File: src/rtl/vpu_bg_line_engine.sv
// Background line engine: composites NUM_LAYERS tilemap layers into one
// line of ARGB pixels via a four-stage RAM pipeline (map/tile/palette).
// Ports: clk, rst_n (async, active-low); start/y/backdrop line request;
// busy/done status; param_*, map_*, tile_*, pal_* 1-cycle-latency RAM
// read ports; line_we/line_addr/line_din line-buffer write port.
module vpu_bg_line_engine #(
    parameter int NUM_LAYERS = 4,
    parameter int LINE_W     = 320,
    parameter int PARAM_BASE = 640
) (
    input  logic        clk,
    input  logic        rst_n,
    input  logic        start,
    input  logic [8:0]  y,
    input  logic [31:0] backdrop,
    output logic        busy,
    output logic        done,
    output logic        param_en,
    output logic [9:0]  param_addr,
    input  logic [31:0] param_dout,
    output logic        map_en,
    output logic [15:0] map_addr,
    input  logic [15:0] map_dout,
    output logic        tile_en,
    output logic [12:0] tile_addr,
    input  logic [7:0]  tile_dout,
    output logic        pal_en,
    output logic [9:0]  pal_addr,
    input  logic [31:0] pal_dout,
    output logic        line_we,
    output logic [8:0]  line_addr,
    output logic [31:0] line_din
);

    typedef enum logic [2:0] {
        S_IDLE,
        S_LOAD,
        S_RENDER,
        S_DRAIN,
        S_DONE
    } state_t;

    localparam logic [4:0] LOAD_RD = 5'(2 * NUM_LAYERS);
    localparam logic [2:0] LAST_L  = 3'(NUM_LAYERS - 1);
    localparam logic [8:0] LAST_X  = 9'(LINE_W - 1);

    state_t      r_state;
    state_t      w_next;

    logic [8:0]  r_y;
    logic [4:0]  r_cnt;
    logic [8:0]  r_x;
    logic [2:0]  r_l;

    // per-layer parameters, frozen after LOAD
    logic [7:0]  r_en;
    logic [7:0]  r_hf;
    logic [7:0]  r_vf;
    logic [7:0]  r_pm;
    logic [8:0]  r_sx [8];
    logic [8:0]  r_sy [8];
    logic [3:0]  r_mb [8];
    logic [1:0]  r_pb [8];

    // pipeline stage registers
    logic        r_s1_v;
    logic [8:0]  r_s1_x;
    logic [2:0]  r_s1_l;
    logic [2:0]  r_s1_wx;
    logic [2:0]  r_s1_wy;
    logic        r_s2_v;
    logic [8:0]  r_s2_x;
    logic [2:0]  r_s2_l;
    logic [3:0]  r_s2_pno;
    logic        r_s3_v;
    logic [8:0]  r_s3_x;
    logic [2:0]  r_s3_l;
    logic        r_s3_op;
    logic [31:0] r_acc;

    logic [4:0]  w_cm1;
    logic [2:0]  w_li;
    logic        w_last_pair;
    logic        w_s0_v;
    logic [8:0]  w_wx;
    logic [8:0]  w_wy;
    logic [2:0]  w_px;
    logic [2:0]  w_py;
    logic        w_s2_clr;
    logic [31:0] w_base;
    logic [31:0] w_pix;

    // word returned this cycle belongs to the read issued at r_cnt-1
    assign w_cm1       = r_cnt - 5'd1;
    assign w_li        = w_cm1[3:1];
    assign w_last_pair = (r_x == LAST_X) && (r_l == LAST_L);

    always_comb begin
        w_next = r_state;
        case (r_state)
            S_IDLE:   if (start) w_next = S_LOAD;
            S_LOAD:   if (r_cnt == LOAD_RD) w_next = S_RENDER;
            S_RENDER: if (w_last_pair) w_next = S_DRAIN;
            S_DRAIN:  if (r_cnt == 5'd2) w_next = S_DONE;
            S_DONE:   w_next = S_IDLE;
            default:  w_next = S_IDLE;
        endcase
    end

    always_comb begin
        busy       = (r_state != S_IDLE);
        done       = (r_state == S_DONE);
        param_en   = (r_state == S_LOAD) && (r_cnt < LOAD_RD);
        param_addr = '0;
        if (param_en) param_addr = 10'(PARAM_BASE) + {5'd0, r_cnt};
    end

    // S0: scrolled coordinates and map fetch
    assign w_s0_v   = (r_state == S_RENDER);
    assign w_wx     = r_x - r_sx[r_l];
    assign w_wy     = r_y - r_sy[r_l];
    assign map_en   = w_s0_v;
    assign map_addr = w_s0_v ? {r_mb[r_l], w_wy[8:3], w_wx[8:3]} : '0;

    // S1: tile fetch; the 13-bit tile port reaches tiles 0..127 only
    assign w_px      = r_s1_wx ^ {3{r_hf[r_s1_l]}};
    assign w_py      = r_s1_wy ^ {3{r_vf[r_s1_l]}};
    assign tile_en   = r_s1_v;
    assign tile_addr = r_s1_v ? {map_dout[6:0], w_py, w_px} : '0;

    // S2: palette fetch, transparency decided on the raw index
    always_comb begin
        pal_en   = r_s2_v;
        pal_addr = '0;
        w_s2_clr = 1'b0;
        if (r_pm[r_s2_l]) begin
            w_s2_clr = (tile_dout[3:0] == 4'd0);
            if (r_s2_v) pal_addr = {r_pb[r_s2_l], r_s2_pno, tile_dout[3:0]};
        end else begin
            w_s2_clr = (tile_dout == 8'd0);
            if (r_s2_v) pal_addr = {r_pb[r_s2_l], tile_dout};
        end
    end

    // S3: composite; layer 0 restarts from backdrop
    assign w_base    = (r_s3_l == 3'd0) ? backdrop : r_acc;
    assign w_pix     = r_s3_op ? pal_dout : w_base;
    assign line_we   = r_s3_v && (r_s3_l == LAST_L);
    assign line_addr = line_we ? r_s3_x : '0;
    assign line_din  = line_we ? w_pix : '0;

    always_ff @(posedge clk or negedge rst_n) begin
        if (!rst_n) begin
            r_state <= S_IDLE;
            r_y     <= '0;
            r_cnt   <= '0;
            r_x     <= '0;
            r_l     <= '0;
            r_en    <= '0;
            r_hf    <= '0;
            r_vf    <= '0;
            r_pm    <= '0;
            for (int i = 0; i < 8; i++) begin
                r_sx[i] <= '0;
                r_sy[i] <= '0;
                r_mb[i] <= '0;
                r_pb[i] <= '0;
            end
        end else begin
            r_state <= w_next;
            case (r_state)
                S_IDLE: begin
                    r_cnt <= '0;
                    if (start) r_y <= y;
                end
                S_LOAD: begin
                    r_cnt <= r_cnt + 5'd1;
                    if (r_cnt != 5'd0) begin
                        if (!w_cm1[0]) begin
                            r_en[w_li] <= param_dout[31];
                            r_hf[w_li] <= param_dout[27];
                            r_vf[w_li] <= param_dout[26];
                            r_sx[w_li] <= param_dout[24:16];
                            r_sy[w_li] <= param_dout[8:0];
                        end else begin
                            r_mb[w_li] <= param_dout[27:24];
                            r_pm[w_li] <= param_dout[6];
                            r_pb[w_li] <= param_dout[5:4];
                        end
                    end
                    if (r_cnt == LOAD_RD) begin
                        r_cnt <= '0;
                        r_x   <= '0;
                        r_l   <= '0;
                    end
                end
                S_RENDER: begin
                    if (r_l == LAST_L) begin
                        r_l <= '0;
                        r_x <= r_x + 9'd1;
                    end else begin
                        r_l <= r_l + 3'd1;
                    end
                end
                S_DRAIN: r_cnt <= r_cnt + 5'd1;
                default: r_cnt <= '0;
            endcase
        end
    end

    always_ff @(posedge clk or negedge rst_n) begin
        if (!rst_n) begin
            r_s1_v   <= 1'b0;
            r_s1_x   <= '0;
            r_s1_l   <= '0;
            r_s1_wx  <= '0;
            r_s1_wy  <= '0;
            r_s2_v   <= 1'b0;
            r_s2_x   <= '0;
            r_s2_l   <= '0;
            r_s2_pno <= '0;
            r_s3_v   <= 1'b0;
            r_s3_x   <= '0;
            r_s3_l   <= '0;
            r_s3_op  <= 1'b0;
            r_acc    <= '0;
        end else begin
            r_s1_v   <= w_s0_v;
            r_s1_x   <= r_x;
            r_s1_l   <= r_l;
            r_s1_wx  <= w_wx[2:0];
            r_s1_wy  <= w_wy[2:0];
            r_s2_v   <= r_s1_v;
            r_s2_x   <= r_s1_x;
            r_s2_l   <= r_s1_l;
            r_s2_pno <= map_dout[15:12];
            r_s3_v   <= r_s2_v;
            r_s3_x   <= r_s2_x;
            r_s3_l   <= r_s2_l;
            r_s3_op  <= r_en[r_s2_l] && !w_s2_clr;
            if (r_s3_v) r_acc <= w_pix;
        end
    end

endmodule

File: config.mk
export PLATFORM = sky130hd
export DESIGN_NAME = vpu_bg_line_engine
export DESIGN_NICKNAME = d
export VERILOG_FILES = /design/src/rtl/vpu_bg_line_engine.sv
export SDC_FILE = /design/constraint.sdc
export NUM_CORES = 1
export LEC_CHECK = 0
export ABC_AREA = 0
export CAP_MARGIN = 20
export CORE_MARGIN = 5
export CORE_UTILIZATION = 50
export CTS_CLUSTER_DIAMETER = 50
export DETAILED_ROUTE_END_ITERATION = 10
export GPL_TIMING_DRIVEN = 0
export PLACE_DENSITY_LB_ADDON = 0.2
export SLEW_MARGIN = 5
export SYNTH_ARGS = -nofsm -noshare
export SYNTH_HDL_FRONTEND = slang
export SYNTH_SLANG_ARGS = --single-unit
File: constraint.sdc
create_clock -name clk -period 9 [get_ports clk]
set_input_delay 0.9 -clock clk [delete_from_list [all_inputs] [get_ports clk]]
set_output_delay 0.9 -clock clk [all_outputs]
set_load 0.005 [all_outputs]
==> results.cfg, run 1 <==
[placement]
dp.cells = 1949
io_buffer_count = 208
gp_congestion = 0.892
dp_hpwl_um = 29500

[worst_setup_path]
crit_fanout = 10
end_kind = output port
r2r-start = r_l[1]$_DFFE_PN0P_
startpoint = r_l[1]$_DFFE_PN0P_
endpoint = map_addr[11]
required_ns = 8.10
reg2reg_depth = 7
cp.arrival_ns = 5.03
r2r-end = r_s1_wy[2]$_DFF_PN0_
cp-start-kind = register
r2r_slack_ns = 5.82
path_class = reg -> out

[cts]
clk-insertion-delay-late_ns = 0.54
cts_resized = 0
clkSinkCount = 335
cts-root-buf = clkbuf_16
clk_pin_slew_worst_paths_ns = 0.06
hold_buffers = 0
cts.htree.levels = 2
cts.path.max_buffers = 3
cts_tree = done
cts_buffers = 40
post_cts_buffers = 0

[floorplan]
rows = 66
die_y_um = 191
die_w_um = 191
start_util_pct = 50.4
pin_count = 229
coreArea_sq_um = 32400
dieArea_sq_um = 36300

[timing]
skew_ns = 0.0264
slew_viol_final = 0
fin_crit_ns = 5.93
slew_headroom_pct = 28.0
hold_viol = 0
finalCritPeriodShare_pct = 65.9
fmax_mhz = 169
rsz0062_at_grt = no
tightestPinTransition_ns = 1.07
setup_viol = 0

[cells_and_area]
layout-drive-gt1-share_pct = 26.2
area_growth_pct = 25.0
fillCellCount = 2530
final_nets = 1707
fin_cells = 2021

[route]
drt-initial-drc-count = 860
drtPass1Iterations = 7
drcViolationCount = 0
vias_per_cell = 5.71
route.vias.total = 11500
wirelength_um = 42200
routedWlPerCell_um = 20.9
ant_nets = 0

[global_routing]
grt_pass1_wl_um = 67100
grt_use_total_pct = 23.3
grt_max_degree = 92
grt_pass1_vias = 12000
antenna_found_initial = 1
grt_overflow_total = 0

[power_and_ir_drop]
totalPowerFinal_mw = 7.30
p_leak_nw = 8.40
irDropWorstVdd_v = 0.000164
p_per_area_nw_per_um2 = 358

[synth]
syn_inst = 1292
synth_top_flop_cell = dfrtp_1
syn_avg_cell_area_sq_um = 12.6
ys_top_cells_by_area = dfrtp_1 (51%), mux2_2 (16%), mux4_2 (7.7%)
yosys.cell_types.count = 66
yosysWarnings = 0
yosys_register_bits = 335
synth_edf_count = 0
synth_seq_area_share_pct = 51.4
mappedNetlistArea_sq_um = 16300
synth_top_area_cell = dfrtp_1
synthArstFlopShare_pct = 100
synth_top_area_share_pct = 51.4

[hold_path]
hold_path.class = in -> async

[run_status]
status = finished clean

[flow_run]
drv_cap = 0
worst max-delay path: stages (launching register included):
cell	delay, ns
dfrtp_1	0.38
clkbuf_1	0.44
clkbuf_1	0.68
mux4_2	0.43
mux2i_1	0.42
inv_1	0.13
fa_1	0.44
nand3b_1	0.20
a21oi_1	0.22
o31a_1	0.17
nor3_1	0.05
nor3b_1	0.34
clkdlybuf4s50_1	0.60
Yosys cell counts (all sizes together), types with 4 or more instances:
| cell type | number |
|---|---|
| dfrtp | 335 |
| mux2 | 233 |
| nand2 | 96 |
| o22ai | 64 |
| clkbuf | 56 |
| mux4 | 56 |
| o21ai | 51 |
| a21oi | 45 |
| buf | 41 |
| nor2 | 36 |
| a31oi | 32 |
| mux2i | 30 |
| and2 | 27 |
| ha | 24 |
| inv | 20 |
| nor3 | 18 |
| xnor2 | 16 |
| nand3 | 13 |
| nor2b | 13 |
| nor3b | 13 |
| xor2 | 9 |
| nand2b | 6 |
| nand4 | 5 |
| or3 | 5 |
| nor4 | 4 |
| nor4b | 4 |
| o21a | 4 |
cell type report:
| cell class | instances | area, sq um | area share, % |
|---|---|---|---|
| Tap cell | 442 | 553 | 2.71 |
| Antenna cell | 1 | 2.50 | 0.0123 |
| Multi-Input combinational cell | 842 | 7410 | 36.3 |
| Timing Repair Buffer | 211 | 2170 | 10.6 |
| Clock buffer | 52 | 1150 | 5.62 |
| Sequential cell | 335 | 8380 | 41.1 |
| Buffer | 97 | 459 | 2.25 |
| Inverter | 22 | 82.6 | 0.405 |
| Clock inverter | 19 | 200 | 0.981 |
metrics by stage:
step	util, %	instance area, sq um	setup TNS [ns]	hold slack, ns	setup WS (ns)
final	63.0	20400	0	0.341	3.07
after global routing	63.0	20400	0	0.349	2.89
after CTS	63.0	20400	0	0.348	3.05
after detailed placement	58.9	19100	0	0.335	3.63
after global placement	58.6	19000	-2457.24	0.333	-7.37
after floorplan	-	16300	0	0.331	5.08
flip-flops by register name (all words and copies together), names as in the netlist, 4 cells and up:
| name | count |
|---|---|
| r_sx | 72 |
| r_sy | 72 |
| r_acc | 32 |
| r_mb | 32 |
| r_pb | 16 |
| r_s1_x | 9 |
| r_s2_x | 9 |
| r_s3_x | 9 |
| r_x | 9 |
| r_y | 9 |
| r_en | 8 |
| r_hf | 8 |
| r_pm | 8 |
| r_vf | 8 |
| r_cnt | 5 |
| r_s2_pno | 4 |
cell usage in the layout (no fill, tap or decap), types with 4 or more instances in the layout:
master,instances
buf_2,25
nand2_1,95
clkbuf_16,41
xnor2_1,15
nand2b_1,6
buf_6,4
xor2_1,9
and2_1,27
inv_1,20
inv_6,5
mux2_2,228
buf_4,9
o21a_1,4
mux2_1,5
a21oi_1,45
nand4_1,5
o21ai_0,51
o22ai_1,63
a31oi_1,32
clkbuf_8,8
clkinv_2,7
nor3_1,15
mux4_2,56
nor3b_1,11
ha_1,24
or3_1,4
nor4_1,4
nor2_1,34
clkbuf_1,59
nand3_1,12
dfrtp_1,335
clkdlybuf4s50_1,207
conb_1,5
nor2b_1,13
mux2i_1,29
report_power, final:
part,leakage [nW],internal [mW],switching [mW]
clock network,0.663,0.990,0.632
registers,4.12,2.16,0.361
logic,3.62,1.63,1.53
worst min path at each step:
| stage | start | slack (ns) | depth (start not counted) | endpoint |
|---|---|---|---|---|
| floorplan | r_s1_x[0]$_DFF_PN0_ | 0.33 | 0 | r_s2_x[0]$_DFF_PN0_ |
| global placement | r_s1_x[5]$_DFF_PN0_ | 0.33 | 0 | r_s2_x[5]$_DFF_PN0_ |
| CTS | r_s2_x[5]$_DFF_PN0_ | 0.35 | 0 | r_s3_x[5]$_DFF_PN0_ |
| detailed placement | r_s2_x[5]$_DFF_PN0_ | 0.33 | 0 | r_s3_x[5]$_DFF_PN0_ |
| global route | r_s2_x[5]$_DFF_PN0_ | 0.35 | 0 | r_s3_x[5]$_DFF_PN0_ |
| finish | rst_n | 0.34 | 1 | r_s3_x[7]$_DFF_PN0_ |
logic make-up after synthesis:
logic type,share of synthesized area [%]
other cells,0.0230
fa+ha+maj,2.09
buf+inv,3.32
xor+xnor,1.39
flops,51.4
mux,25.7
simple gates,8.37
compound gates,7.77
routing by layer:
metal,track usage [%],vias up,routed length [um]
met1,31.8,5872,18100
met5,0,-,0
met2,38.7,370,20400
li1,-,5243,-
met3,4.56,63,2740
met4,5.86,0,929
No activity file was read; power rests on OpenSTA's default activity.
==> inputs of run 2 (changes only) <==
- clock period: 9 -> 5.95 ns (I/O delays scaled with it)
==> results of run 2 <==
The final DEF is identical to that of run 1. Status: finished clean.
Main changes from that run: setup slack after placement 3.63 ns -> 0.881 ns; setup slack after layout 3.07 ns -> 0.325 ns; hold slack 0.341 ns -> 0.0358 ns; register-to-register setup slack 5.82 ns -> 2.77 ns; total power 7.30 mW -> 11.0 mW; worst IR drop on VDD 0.000164 V -> 0.000247 V
==> inputs of run 3 (changes only) <==
- SLEW_MARGIN: 5 -> 20
==> results of run 3 <==
The final DEF is identical to that of run 1. Status: finished clean.
Main changes from that run: setup slack after placement 3.63 ns -> 0.881 ns; setup slack after layout 3.07 ns -> 0.325 ns; hold slack 0.341 ns -> 0.0358 ns; register-to-register setup slack 5.82 ns -> 2.77 ns; total power 7.30 mW -> 11.0 mW; worst IR drop on VDD 0.000164 V -> 0.000247 V
